## config.mk

```make
export PLATFORM = sky130hd
export DESIGN_NAME = procedural_construct_as
export DESIGN_NICKNAME = d
export VERILOG_FILES = /design/src/rtl/procedural_construct_as.sv
export SDC_FILE = /design/constraint.sdc
export NUM_CORES = 1
export LEC_CHECK = 0
export BUFFER_PORTS_ARGS = -buffer_cell sky130_fd_sc_hd__clkbuf_2
export CAP_MARGIN = 30
export CORE_MARGIN = 5
export CORE_UTILIZATION = 30
export DETAILED_ROUTE_END_ITERATION = 12
export GPL_ROUTABILITY_DRIVEN = 0
export HOLD_SLACK_MARGIN = 0.1
export PLACE_DENSITY = 0.66
export SLEW_MARGIN = 20
export SYNTH_ARGS = -nofsm -noshare
export SYNTH_HDL_FRONTEND = slang
export SYNTH_SLANG_ARGS = --single-unit
```

## constraint.sdc

```tcl
create_clock -name clk -period 10.2 [get_ports clk]
set_clock_uncertainty 0.05 [all_clocks]
set_input_delay 0 -clock clk [delete_from_list [all_inputs] [get_ports clk]]
set_output_delay 0 -clock clk [all_outputs]
set_load 0.01 [all_outputs]
```

## src/rtl/procedural_construct_as.sv

```systemverilog
// -----------------------------------------------------------------------------
// procedural_construct_as
//
// Registered N-bit add/subtract unit built on a bitwise ripple-carry chain.
// Subtraction is A + ~B + 1: B is inverted by Op and Op also feeds the
// chain's carry-in, so a single adder serves both operations.
//
// Parameters
//   N          operand/result width in bits (N >= 2)
//
// Ports
//   clk        system clock, all state updates on its rising edge
//   rst        synchronous, active-high reset
//   A, B       N-bit operands (two's complement or unsigned)
//   Op         0 = A+B, 1 = A-B
//   in_valid   A, B and Op are sampled on an edge where in_valid=1
//   S          registered N-bit result (modulo 2^N)
//   Cout       registered carry out of the MSB stage
//                (add: unsigned overflow, subtract: 1 = no borrow)
//   V          registered two's-complement overflow flag
//   out_valid  S, Cout and V hold a result produced on the previous edge
// -----------------------------------------------------------------------------
module procedural_construct_as #(
  parameter int N = 12
) (
  input  logic         clk,
  input  logic         rst,
  input  logic [N-1:0] A,
  input  logic [N-1:0] B,
  input  logic         Op,
  input  logic         in_valid,
  output logic [N-1:0] S,
  output logic         Cout,
  output logic         V,
  output logic         out_valid
);

  // One full-adder stage: returns {carry_out, sum}.
  function automatic logic [1:0] full_add(input logic a, input logic b, input logic c);
    logic sum_v;
    logic carry_v;
    sum_v   = a ^ b ^ c;
    carry_v = (a & b) | (c & (a ^ b));
    return {carry_v, sum_v};
  endfunction

  logic [N-1:0] b_s;        // B conditionally inverted by Op
  logic [N-1:0] sum_s;      // combinational result bits
  logic [1:0]   stage_s;    // {carry, sum} of the stage being evaluated
  logic         carry_s;    // running carry through the chain
  logic         c_msb_s;    // carry into the MSB stage, c_(N-1)
  logic         c_out_s;    // carry out of the MSB stage, c_N

  logic [N-1:0] s_r;
  logic         cout_r;
  logic         v_r;
  logic         out_valid_r;

  // Ripple-carry chain; the running carry is threaded through a single
  // variable so no combinational vector feeds back on itself.
  always_comb begin
    b_s     = B ^ {N{Op}};
    sum_s   = {N{1'b0}};
    stage_s = 2'b00;
    carry_s = Op;
    c_msb_s = 1'b0;
    for (int i = 0; i < N; i++) begin
      // Last value captured here is the carry entering stage N-1.
      c_msb_s  = carry_s;
      stage_s  = full_add(A[i], b_s[i], carry_s);
      sum_s[i] = stage_s[0];
      carry_s  = stage_s[1];
    end
    c_out_s = carry_s;
  end

  // Result register: reset wins over a presented transaction; without a
  // transaction the result holds and only out_valid drops.
  always_ff @(posedge clk) begin
    if (rst) begin
      s_r         <= {N{1'b0}};
      cout_r      <= 1'b0;
      v_r         <= 1'b0;
      out_valid_r <= 1'b0;
    end else begin
      out_valid_r <= in_valid;
      if (in_valid) begin
        s_r    <= sum_s;
        cout_r <= c_out_s;
        v_r    <= c_out_s ^ c_msb_s;
      end else begin
        s_r    <= s_r;
        cout_r <= cout_r;
        v_r    <= v_r;
      end
    end
  end

  assign S         = s_r;
  assign Cout      = cout_r;
  assign V         = v_r;
  assign out_valid = out_valid_r;

endmodule

```

==> flow_summary_export.csv, run 1 <==
group,metric,value,unit
cells_and_area,final_layout_size_suffix_gt1_share,42.9,%
synth,synth_fa_ha_area_share,22.5,%
synth,syn_area_per_cell,11.5,um^2
critical_path,setup.worst_path.start,"A[0]",
hold_path,min-delay-path-class,"in2reg",
synth,netlist_instances,85,
synth,yosysWarnings,0,
critical_path,critical_path.endpoint_type,"register",
floorplan,die_h,67.1,um
cells_and_area,num_antenna_cells,0,
synth,synth_seq_area_share,30.7,%
cells_and_area,area_delta_synth_final,30.3,%
cts,hold_buffers,7,
cts,tritoncts_num_sinks,15,
detailed_routing,first_iter_violations,17,
floorplan,core-area,0.00310,mm^2
global_route,grt_first_pass_wirelength,3.33,mm
cts,clock_tree.htree_level_count,1,
outcome,run_status,"finished clean",
cts,insertion_delay,0.28,ns
cells_and_area,sequential_cell_area,300,um^2
critical_path,r2r-start,"V",
pwr,cell_internal_pwr,0.000109,W
critical_path,reg2reg_to,"V",
timing,timing.final.crit_share,50.0,%
timing,slew_headroom,59.5,%
critical_path,timing.critical_path.to,"S[11]",
critical_path,crit_required,10.32,ns
timing,max_clock_freq,196,MHz
global_route,antenna_found_initial,0,
pwr,power_per_cell_area,125,mW/mm^2
timing,worst-slew-pin-transition,0.608,ns
detailed_routing,drtPass1Iterations,4,
pwr,power_frac_clock,21.1,%
pwr,switching_share,31.5,%
synth,synth.lib_cells_used.distinct,14,
detailed_routing,wl_final,1.95,mm
critical_path,critPathKind,"in2reg",
synth,synth_top_family_by_area,"adder cells",
global_route,grt.total_usage,9.75,%
placement,placement.cell_area,0.00118,mm^2
pwr,power.net_switching,0.0000503,W
global_route,first_global_vias,771,
cts,cts_buffers,3,
pwr,comb_power_share,35.9,%
critical_path,setup.reg_to_reg.worst_slack,9.43,ns
detailed_routing,detailroute.via_count,716,
floorplan,fp-row-count,20,
global_route,gr-total-overflow,0,
cts,postCtsResizedCells,0,
synth,synth.cell_area,980,um^2
cells_and_area,total_area_of_multi_input_combinational_cells,573,um^2
pwr,p_leak,0.597,nW
cts,cts.root.buffer_cell,"sky130_fd_sc_hd__clkbuf_4",
floorplan,floorplan.die.width,67.1,um
detailed_routing,antenna_left,0,
pwr,vdd_ir_drop_max,0.0545,mV
floorplan,starting_utilization_of_the_core_area,31.6,%
cells_and_area,fillerInstances,324,
detailed_routing,route.detailed.vias_per_inst,4.05,
placement,placement.io_buffers,42,
timing,final.setup.tns,0,ns
floorplan,die_area,0.00451,mm^2
job,timing.max_cap.violations,0,
detailed_routing,route.detailed.wl_per_inst,11.0,um
cts,postCtsSetupBuffers,0,
timing,finalSetupViolations,0,
cts,max-clock-path-buffers,2,
global_route,pin_count_of_the_biggest_net_entering_global_routing,26,
detailed_routing,remaining_drc_errors,0,
timing,post-route-min-period,5.10,ns
timing,drv_slew,0,
synth,mux_contribution_to_synthesized_area,4.21,%
pwr,seqPwrFrac,43.0,%
cells_and_area,final_non_filler_cell_area,0.00128,mm^2
cts,tritoncts_clock_tree,"done",
critical_path,cp_data_arrival_time,5.21,ns
cts,worst_setup_hold_path_clk_slew,0.08,ns
synth,synthXorXnorAreaFrac,11.6,%
critical_path,worstPathMaxFanout,2,
floorplan,io_pins,43,
synth,synth-compound-area-share,13.5,%
critical_path,startpoint_type,"input port",
critical_path,r2r_cells,2,
synth,syn-num-nets,124,
timing,rsz_0062_raised_after_global_routing,"no",
synth,synth-simple-area-share,6.64,%
synth,ys_ff_latch,15,
timing,hold_violations,0,
cells_and_area,finalNetCount,173,
placement,dp_hpwl,1.54,mm
-- worst max-delay path, stage by stage --
cell,delay [ns]
sky130_fd_sc_hd__dlygate4sd3_1,0.52
sky130_fd_sc_hd__clkbuf_2,0.11
sky130_fd_sc_hd__mux2_2,0.15
sky130_fd_sc_hd__fa_1,0.15
sky130_fd_sc_hd__inv_1,0.05
sky130_fd_sc_hd__fa_1,0.37
sky130_fd_sc_hd__fa_1,0.39
sky130_fd_sc_hd__fa_1,0.39
sky130_fd_sc_hd__fa_1,0.39
sky130_fd_sc_hd__fa_1,0.38
sky130_fd_sc_hd__fa_1,0.39
sky130_fd_sc_hd__fa_1,0.40
sky130_fd_sc_hd__fa_1,0.40
sky130_fd_sc_hd__fa_1,0.43
sky130_fd_sc_hd__inv_1,0.09
sky130_fd_sc_hd__fa_1,0.40
sky130_fd_sc_hd__mux2i_1,0.14
sky130_fd_sc_hd__nor2_1,0.05
-- flip-flops by register name, summed over array words and instances, names as in the netlist --
signal	flops
Cout	1
S	12
V	1
out_valid	1
-- cell usage in the layout, fill, tap and decap left out --
master,synthesis,final
sky130_fd_sc_hd__dfxtp_1,15,15
sky130_fd_sc_hd__a21o_1,1,1
sky130_fd_sc_hd__dlygate4sd3_1,0,7
sky130_fd_sc_hd__clkbuf_1,0,1
sky130_fd_sc_hd__xor2_1,2,2
sky130_fd_sc_hd__nor2b_2,1,1
sky130_fd_sc_hd__mux2i_1,3,3
sky130_fd_sc_hd__mux2_2,1,1
sky130_fd_sc_hd__xnor2_1,11,11
sky130_fd_sc_hd__clkbuf_4,0,3
sky130_fd_sc_hd__nor3b_1,1,1
sky130_fd_sc_hd__a211oi_2,10,10
sky130_fd_sc_hd__inv_1,11,11
sky130_fd_sc_hd__fa_1,11,11
sky130_fd_sc_hd__nor2_1,13,13
sky130_fd_sc_hd__clkbuf_2,0,42
-- metal layers --
layer | global-route usage, % | part of all wire, % | vias to the layer above
li1 | - | - | 361
met3 | 2.83 | 6.5 | 4
met5 | 0 | 0 | -
met2 | 16.3 | 51 | 24
met4 | 3.80 | 1.7 | 0
met1 | 11.7 | 40 | 327
-- cell type report --
cell class / instances / area share [%]
Inverter: 11 / 3.24
Multi-Input combinational cell: 54 / 44.9
Tap cell: 44 / 4.31
Sequential cell: 15 / 23.5
Timing Repair Buffer: 49 / 22.0
Clock buffer: 4 / 2.06
-- cells by family after synthesis --
kind of cell	count (synthesis)
flip-flops	15
XOR/XNOR	13
buffers and inverters	16
AND/OR/NAND/NOR	15
multiplexers	4
AO/OA/AOI/OAI	11
adder cells (fa/ha/maj)	11
-- cells in the mapped netlist --
cell / n / area [um^2]
sky130_fd_sc_hd__dfxtp_1: 15 / 300
sky130_fd_sc_hd__nor2_1: 13 / 48.8
sky130_fd_sc_hd__fa_1: 11 / 220
sky130_fd_sc_hd__inv_1: 11 / 41.3
sky130_fd_sc_hd__xnor2_1: 11 / 96.3
sky130_fd_sc_hd__a211oi_2: 10 / 125
sky130_fd_sc_hd__buf_6: 4 / 45.0
sky130_fd_sc_hd__mux2i_1: 3 / 30.0
sky130_fd_sc_hd__xor2_1: 2 / 17.5
sky130_fd_sc_hd__a21o_1: 1 / 7.51
sky130_fd_sc_hd__buf_12: 1 / 20.0
sky130_fd_sc_hd__mux2_2: 1 / 11.3
sky130_fd_sc_hd__nor2b_2: 1 / 8.76
sky130_fd_sc_hd__nor3b_1: 1 / 7.51
-- power groups by stage --
stage                     Sequential, W  Clock [W]  Combinational, W
after floorplan               0.0000730          0         0.0000367
after global placement        0.0000699          0         0.0000542
after detailed placement      0.0000701          0         0.0000559
after CTS                     0.0000688  0.0000350         0.0000587
after global routing          0.0000695  0.0000376         0.0000646
final                         0.0000687  0.0000336         0.0000572
-- per-stage QoR --
| step | util, % | setup WS (ns) | cells | hold slack [ns] | total power [W] |
|---|---|---|---|---|---|
| 6_report | 41.1 | 5.10 | 177 | 0.104 | 0.000159 |
| 5_1_grt | 41.1 | 4.95 | 177 | 0.111 | 0.000172 |
| 4_1_cts | 41.1 | 5.08 | 177 | 0.102 | 0.000162 |
| 3_5_place_dp | 38.0 | 4.95 | 166 | 0.291 | 0.000126 |
| 3_3_place_gp | 38.0 | 5.02 | 166 | 0.286 | 0.000124 |
| 2_1_floorplan | - | 5.42 | 85 | 0.0224 | 0.000110 |
-- worst min-delay path by stage --
stage	startpoint	depth (start not counted)	slack (ns)	end
after detailed placement	A[0]	3	0.29	S[0]
after CTS	A[2]	4	0.10	S[2]
after floorplan	rst	1	0.02	out_valid
after global placement	A[0]	3	0.29	S[0]
final	A[4]	4	0.10	S[4]
after global routing	A[2]	4	0.11	S[2]
No activity file was read; power rests on OpenSTA's default activity.
==> run 2: changes to the inputs <==
Settings changed: ABC_AREA set to 1, PLACE_DENSITY 0.66 to 0.69.
Clock period 10.2 ns to 4.25 ns, I/O delays scaled along.
==> flow_summary_export.csv, run 2 <==
group,metric,value,unit
cts,tritoncts_num_sinks,15,
detailed_routing,route.detailed.wl_per_inst,12.5,um
pwr,p_leak,0.606,nW
global_route,grt.total_usage,10.9,%
pwr,vdd_ir_drop_max,0.117,mV
detailed_routing,first_iter_violations,7,
global_route,grt_first_pass_wirelength,3.59,mm
hold_path,instance_count_along_the_most_critical_hold_path,4,
synth,netlist_top_cells_area,"sky130_fd_sc_hd__dfxtp_1, sky130_fd_sc_hd__fa_1, sky130_fd_sc_hd__xnor2_1",
timing,slew_headroom,70.7,%
cells_and_area,layout.cells.most_common,"sky130_fd_sc_hd__clkbuf_2",
synth,synth.cell_area,892,um^2
outcome,run_status,"finished clean",
detailed_routing,route.detailed.vias_per_inst,4.49,
cells_and_area,num_antenna_cells,0,
hold_path,hold_worst_path_end,"S[1]",
global_route,first_global_vias,867,
cells_and_area,area_delta_synth_final,40.1,%
synth,leading_cell_types_by_count_after_synthesis,"sky130_fd_sc_hd__inv_1, sky130_fd_sc_hd__dfxtp_1, sky130_fd_sc_hd__a21oi_1, sky130_fd_sc_hd__fa_1",
cells_and_area,finalNetCount,186,
synth,syn-num-nets,135,
critical_path,reg2reg_to,"V",
critical_path,cp_data_arrival_time,4.36,ns
floorplan,fp-row-count,19,
timing,post-route-min-period,4.22,ns
critical_path,setup.reg_to_reg.worst_slack,3.49,ns
cts,insertion_delay,0.28,ns
timing,drv_slew,0,
placement,placement.io_buffers,42,
cells_and_area,fillerInstances,283,
synth,synthDominantAreaCellType,"sky130_fd_sc_hd__dfxtp_1",
pwr,design_power_total,0.000380,W
detailed_routing,antenna_left,0,
critical_path,critPathKind,"in2reg",
synth,synth_top_cell_area_share,33.7,%
placement,dp_hpwl,1.75,mm
timing,fin_hold_ws,0.115,ns
critical_path,crit_required,4.38,ns
critical_path,critical_path.endpoint_type,"register",
synth,syn_area_per_cell,9.29,um^2
critical_path,worstPathMaxFanout,3,
timing,finalSetupViolations,0,
floorplan,floorplan.die.width,64.5,um
cts,clock_tree.htree_level_count,1,
floorplan,io_pins,43,
floorplan,core-area,0.00281,mm^2
critical_path,r2r_cells,2,
timing,timing.final.crit_share,99.4,%
timing,rsz_0062_raised_after_global_routing,"yes",
synth,synth.lib_cells_used.distinct,16,
synth,async_reset_ff_share,0,%
global_route,antenna_found_initial,0,
synth,yosysWarnings,0,
hold_path,min_from,"A[1]",
detailed_routing,drtPass1Iterations,3,
cells_and_area,most-common-layout-cells,"sky130_fd_sc_hd__clkbuf_2, sky130_fd_sc_hd__inv_1, sky130_fd_sc_hd__dfxtp_1, sky130_fd_sc_hd__a21oi_1, sky130_fd_sc_hd__fa_2",
timing,hold_violations,0,
hold_path,min-delay-path-class,"in2reg",
detailed_routing,remaining_drc_errors,0,
global_route,gr-total-overflow,0,
floorplan,die_area,0.00416,mm^2
synth,synth_seq_area_share,33.7,%
floorplan,die_h,64.5,um
cts,worst_setup_hold_path_clk_slew,0.09,ns
cts,max-clock-path-buffers,2,
cts,cts.root.buffer_cell,"sky130_fd_sc_hd__clkbuf_4",
detailed_routing,detailroute.via_count,795,
job,timing.max_cap.violations,0,
synth,synth_top_flop_cell,"sky130_fd_sc_hd__dfxtp_1",
cells_and_area,final_layout_size_suffix_gt1_share,43.2,%
timing,worst-slew-pin-transition,0.440,ns
cts,cts_buffers,3,
pwr,power_per_cell_area,304,mW/mm^2
critical_path,startpoint_type,"input port",
detailed_routing,wl_final,2.22,mm
synth,synth_edf_count,0,
global_route,pin_count_of_the_biggest_net_entering_global_routing,26,
cells_and_area,largest_register_ff_count,12,
synth,netlist_instances,96,
cts,tritoncts_clock_tree,"done",
floorplan,starting_utilization_of_the_core_area,31.8,%
synth,yosysMostFrequentCell,"sky130_fd_sc_hd__inv_1",
synth,ys_ff_latch,15,
critical_path,r2r-start,"V",
timing,max_clock_freq,237,MHz
-- run 2: kinds of logic after synthesis --
kind of cell               synth area share, %
AOI/OAI and AO/OA                         14.3
and+or+nand+nor                           6.31
xor gates and xnor gates                  10.8
adders and majority gates                 24.7
DFF                                       33.7
buffers and inverters                     10.2
-- run 2: where the power goes --
part	internal (W)	switching [W]	total, W
Sequential	0.000156	0.00000817	0.000164
Combinational	0.0000664	0.0000678	0.000134
Clock	0.0000365	0.0000454	0.0000819
Total	0.000259	0.000121	0.000380
-- run 2: per-stage QoR --
step	cells	util, %	setup slack (ns)	setup TNS (ns)	area, um^2
after global routing	177	44.6	-0.0978	-0.0978	1250
after floorplan	96	-	-0.0603	-0.0603	920
after global placement	167	40.8	-0.286	-0.398	1140
final	177	44.6	0.0274	0	1250
after detailed placement	167	40.8	-0.383	-0.695	1140
after CTS	176	43.8	-0.0489	-0.0489	1230
-- run 2: area by class of cell --
class | instances | area (um^2) | share of cell area (%)
Multi-Input combinational cell | 61 | 542 | 43.3
Sequential cell | 15 | 300 | 24.0
Timing Repair Buffer | 50 | 283 | 22.6
Inverter | 16 | 60.1 | 4.80
Tap cell | 31 | 38.8 | 3.10
Clock buffer | 4 | 26.3 | 2.10
-- run 2: routing by layer --
| metal | GRT usage, % | share of wire [%] | vias to the layer above |
|---|---|---|---|
| met4 | 4.22 | 0.95 | 0 |
| met3 | 2.76 | 6.1 | 3 |
| met1 | 12.5 | 40 | 369 |
| met5 | 0 | 0 | - |
| li1 | - | - | 395 |
| met2 | 19.5 | 53 | 28 |
-- run 2: repair_timing --
item,4_1_cts,5_1_grt
endpoints found under the setup margin,1,2
pin swaps,1,2
endpoints found under the hold margin,4,0
buffers inserted,0,1
hold buffers,5,0
gates cloned,0,0
resized for setup,1,5
-- run 2: worst max path at each step --
stage               from  endpoint  slack, ns  depth (start not counted)
global placement      Op     S[11]      -0.29                         17
finish                Op     S[11]       0.03                         17
detailed placement    Op     S[11]      -0.38                         17
CTS                   Op     S[11]      -0.05                         17
global route          Op     S[11]       -0.1                         17
floorplan             Op     S[11]      -0.06                         17
-- run 2: worst max-delay path, stage by stage --
cell and delay [ns]:
sky130_fd_sc_hd__clkbuf_2 0.14, sky130_fd_sc_hd__xor2_2 0.18, sky130_fd_sc_hd__fa_1 0.20, sky130_fd_sc_hd__inv_1 0.05
sky130_fd_sc_hd__fa_2 0.34, sky130_fd_sc_hd__fa_2 0.35, sky130_fd_sc_hd__fa_2 0.35, sky130_fd_sc_hd__fa_2 0.35
sky130_fd_sc_hd__fa_2 0.34, sky130_fd_sc_hd__fa_2 0.37, sky130_fd_sc_hd__fa_2 0.35, sky130_fd_sc_hd__fa_2 0.35
sky130_fd_sc_hd__fa_2 0.34, sky130_fd_sc_hd__inv_1 0.08, sky130_fd_sc_hd__fa_2 0.43, sky130_fd_sc_hd__nor2_2 0.09
sky130_fd_sc_hd__nor2_1 0.04
==> run 3: changes to the inputs <==
Settings changed: CELL_PAD_IN_SITES_DETAIL_PLACEMENT set to 1, CELL_PAD_IN_SITES_GLOBAL_PLACEMENT set to 1, CORE_ASPECT_RATIO set to 2, CORE_UTILIZATION 30 to 29, PLACE_DENSITY 0.69 to 0.85, SLEW_MARGIN 20 to unset.
==> flow_summary_export.csv, run 3 (synthesis gave the netlist of run 2 again) <==
group,metric,value,unit
outcome,run_status,"finished clean",
timing,hold_violations,0,
floorplan,fp-row-count,28,
hold_path,min-delay-path-class,"in2reg",
floorplan,die_h,88.4,um
detailed_routing,first_iter_violations,19,
placement,placement.io_buffers,42,
timing,rsz_0062_raised_after_global_routing,"yes",
critical_path,startpoint_type,"input port",
critical_path,crit_required,4.33,ns
cells_and_area,finalNetCount,184,
critical_path,critPathKind,"in2reg",
pwr,power_per_cell_area,327,mW/mm^2
detailed_routing,detailroute.via_count,820,
detailed_routing,route.detailed.wl_per_inst,14.1,um
cells_and_area,final_layout_size_suffix_gt1_share,41.0,%
timing,finalSetupViolations,0,
cts,worst_setup_hold_path_clk_slew,0.06,ns
timing,post-route-min-period,4.25,ns
detailed_routing,wl_final,2.45,mm
pwr,design_power_total,0.000405,W
timing,drv_slew,0,
cts,cts.root.buffer_cell,"sky130_fd_sc_hd__clkbuf_8",
cts,postCtsSetupBuffers,0,
floorplan,starting_utilization_of_the_core_area,30.0,%
global_route,first_global_vias,963,
cells_and_area,largest_register_ff_count,12,
cells_and_area,finish.utilization,41.6,%
pwr,p_leak,0.607,nW
critical_path,cp_data_arrival_time,4.33,ns
cells_and_area,layout.cells.most_common,"sky130_fd_sc_hd__clkbuf_2",
global_route,pin_count_of_the_biggest_net_entering_global_routing,26,
floorplan,die_area,0.00435,mm^2
timing,worst-slew-pin-transition,0.460,ns
cts,tritoncts_clock_tree,"done",
critical_path,r2r_cells,2,
detailed_routing,drtPass1Iterations,3,
timing,timing.final.crit_share,99.9,%
critical_path,worstPathMaxFanout,4,
cts,insertion_delay,0.24,ns
cells_and_area,area_delta_synth_final,38.9,%
cells_and_area,num_antenna_cells,0,
pwr,vdd_ir_drop_max,0.169,mV
placement,dp_hpwl,2.03,mm
global_route,grt.total_usage,12.3,%
detailed_routing,route.detailed.vias_per_inst,4.71,
cts,cts_buffers,3,
placement,placedCellCount,167,
cts,tritoncts_num_sinks,15,
job,timing.max_cap.violations,0,
detailed_routing,antenna_left,0,
floorplan,floorplan.die.width,49.2,um
cts,clock_tree.htree_level_count,1,
floorplan,core-area,0.00298,mm^2
global_route,gr-total-overflow,0,
detailed_routing,remaining_drc_errors,0,
timing,max_clock_freq,236,MHz
floorplan,io_pins,43,
cts,max-clock-path-buffers,2,
critical_path,critical_path.endpoint_type,"register",
global_route,grt_first_pass_wirelength,4.20,mm
global_route,antenna_found_initial,0,
cells_and_area,layout.cells.non_filler,174,
timing,slew_headroom,69.3,%
hold_path,instance_count_along_the_most_critical_hold_path,4,
cells_and_area,most-common-layout-cells,"sky130_fd_sc_hd__clkbuf_2, sky130_fd_sc_hd__inv_1, sky130_fd_sc_hd__dfxtp_1, sky130_fd_sc_hd__a21oi_1",
[run 3: timing repair]
item	CTS	global route
pin swaps	1	2
gates resized for setup	3	0
setup endpoints to repair	1	1
gates cloned	0	0
hold buffers	3	0
endpoints found under the hold margin	2	0
[run 3: area by class of cell]
| class | count | area (um^2) |
|---|---|---|
| clock buffers | 4 | 45.0 |
| fillers | 365 | 1740 |
| inverters | 16 | 60.1 |
| multi-input cells | 61 | 531 |
| flip-flops and latches | 15 | 300 |
| well taps | 30 | 37.5 |
| repair buffers | 48 | 265 |
[run 3: per-stage QoR]
step	TNS (ns)	area (um^2)	hold WS [ns]	worst slack (ns)
4_1_cts	-0.00509	1240	0.138	-0.00509
3_5_place_dp	-0.611	1150	0.153	-0.338
3_3_place_gp	-0.482	1150	0.151	-0.293
5_1_grt	-0.170	1240	0.174	-0.168
6_report	0	1240	0.136	0.00408
2_1_floorplan	-0.0603	920	0.0224	-0.0603
[run 3: path summary, 6_finish.rpt]
kind / from / endpoint / slack [ns]
setup / recovery: Op / S[11] / 0.004
hold reg to reg: S[11] / S[11] / 0.46
hold / removal: A[11] / S[11] / 0.14
setup reg to reg: Cout / Cout / 3.52
[run 3: where the power goes]
part           switching [W]  internal, W  total [W]
sequential        0.00000791     0.000156   0.000164
combinational      0.0000660    0.0000613   0.000127
clock              0.0000473    0.0000662   0.000113
[run 3: per-layer routing]
metal	part of all wire, %	GRT usage (%)
met1	34	12.1
met5	0	0
met4	2.2	5.88
met3	4.9	2.36
met2	59	23.6
[run 3: worst max-delay path, cell delays in order]
cell and delay, ns:
sky130_fd_sc_hd__clkbuf_4 0.14, sky130_fd_sc_hd__xor2_2 0.17, sky130_fd_sc_hd__fa_1 0.18, sky130_fd_sc_hd__inv_1 0.05, sky130_fd_sc_hd__fa_2 0.33, sky130_fd_sc_hd__fa_2 0.35, sky130_fd_sc_hd__fa_2 0.35, sky130_fd_sc_hd__fa_2 0.35
sky130_fd_sc_hd__fa_2 0.35, sky130_fd_sc_hd__fa_2 0.35, sky130_fd_sc_hd__fa_2 0.36, sky130_fd_sc_hd__fa_2 0.35, sky130_fd_sc_hd__fa_2 0.35, sky130_fd_sc_hd__inv_1 0.08, sky130_fd_sc_hd__fa_1 0.40, sky130_fd_sc_hd__nor2_1 0.10
sky130_fd_sc_hd__nor2_1 0.05
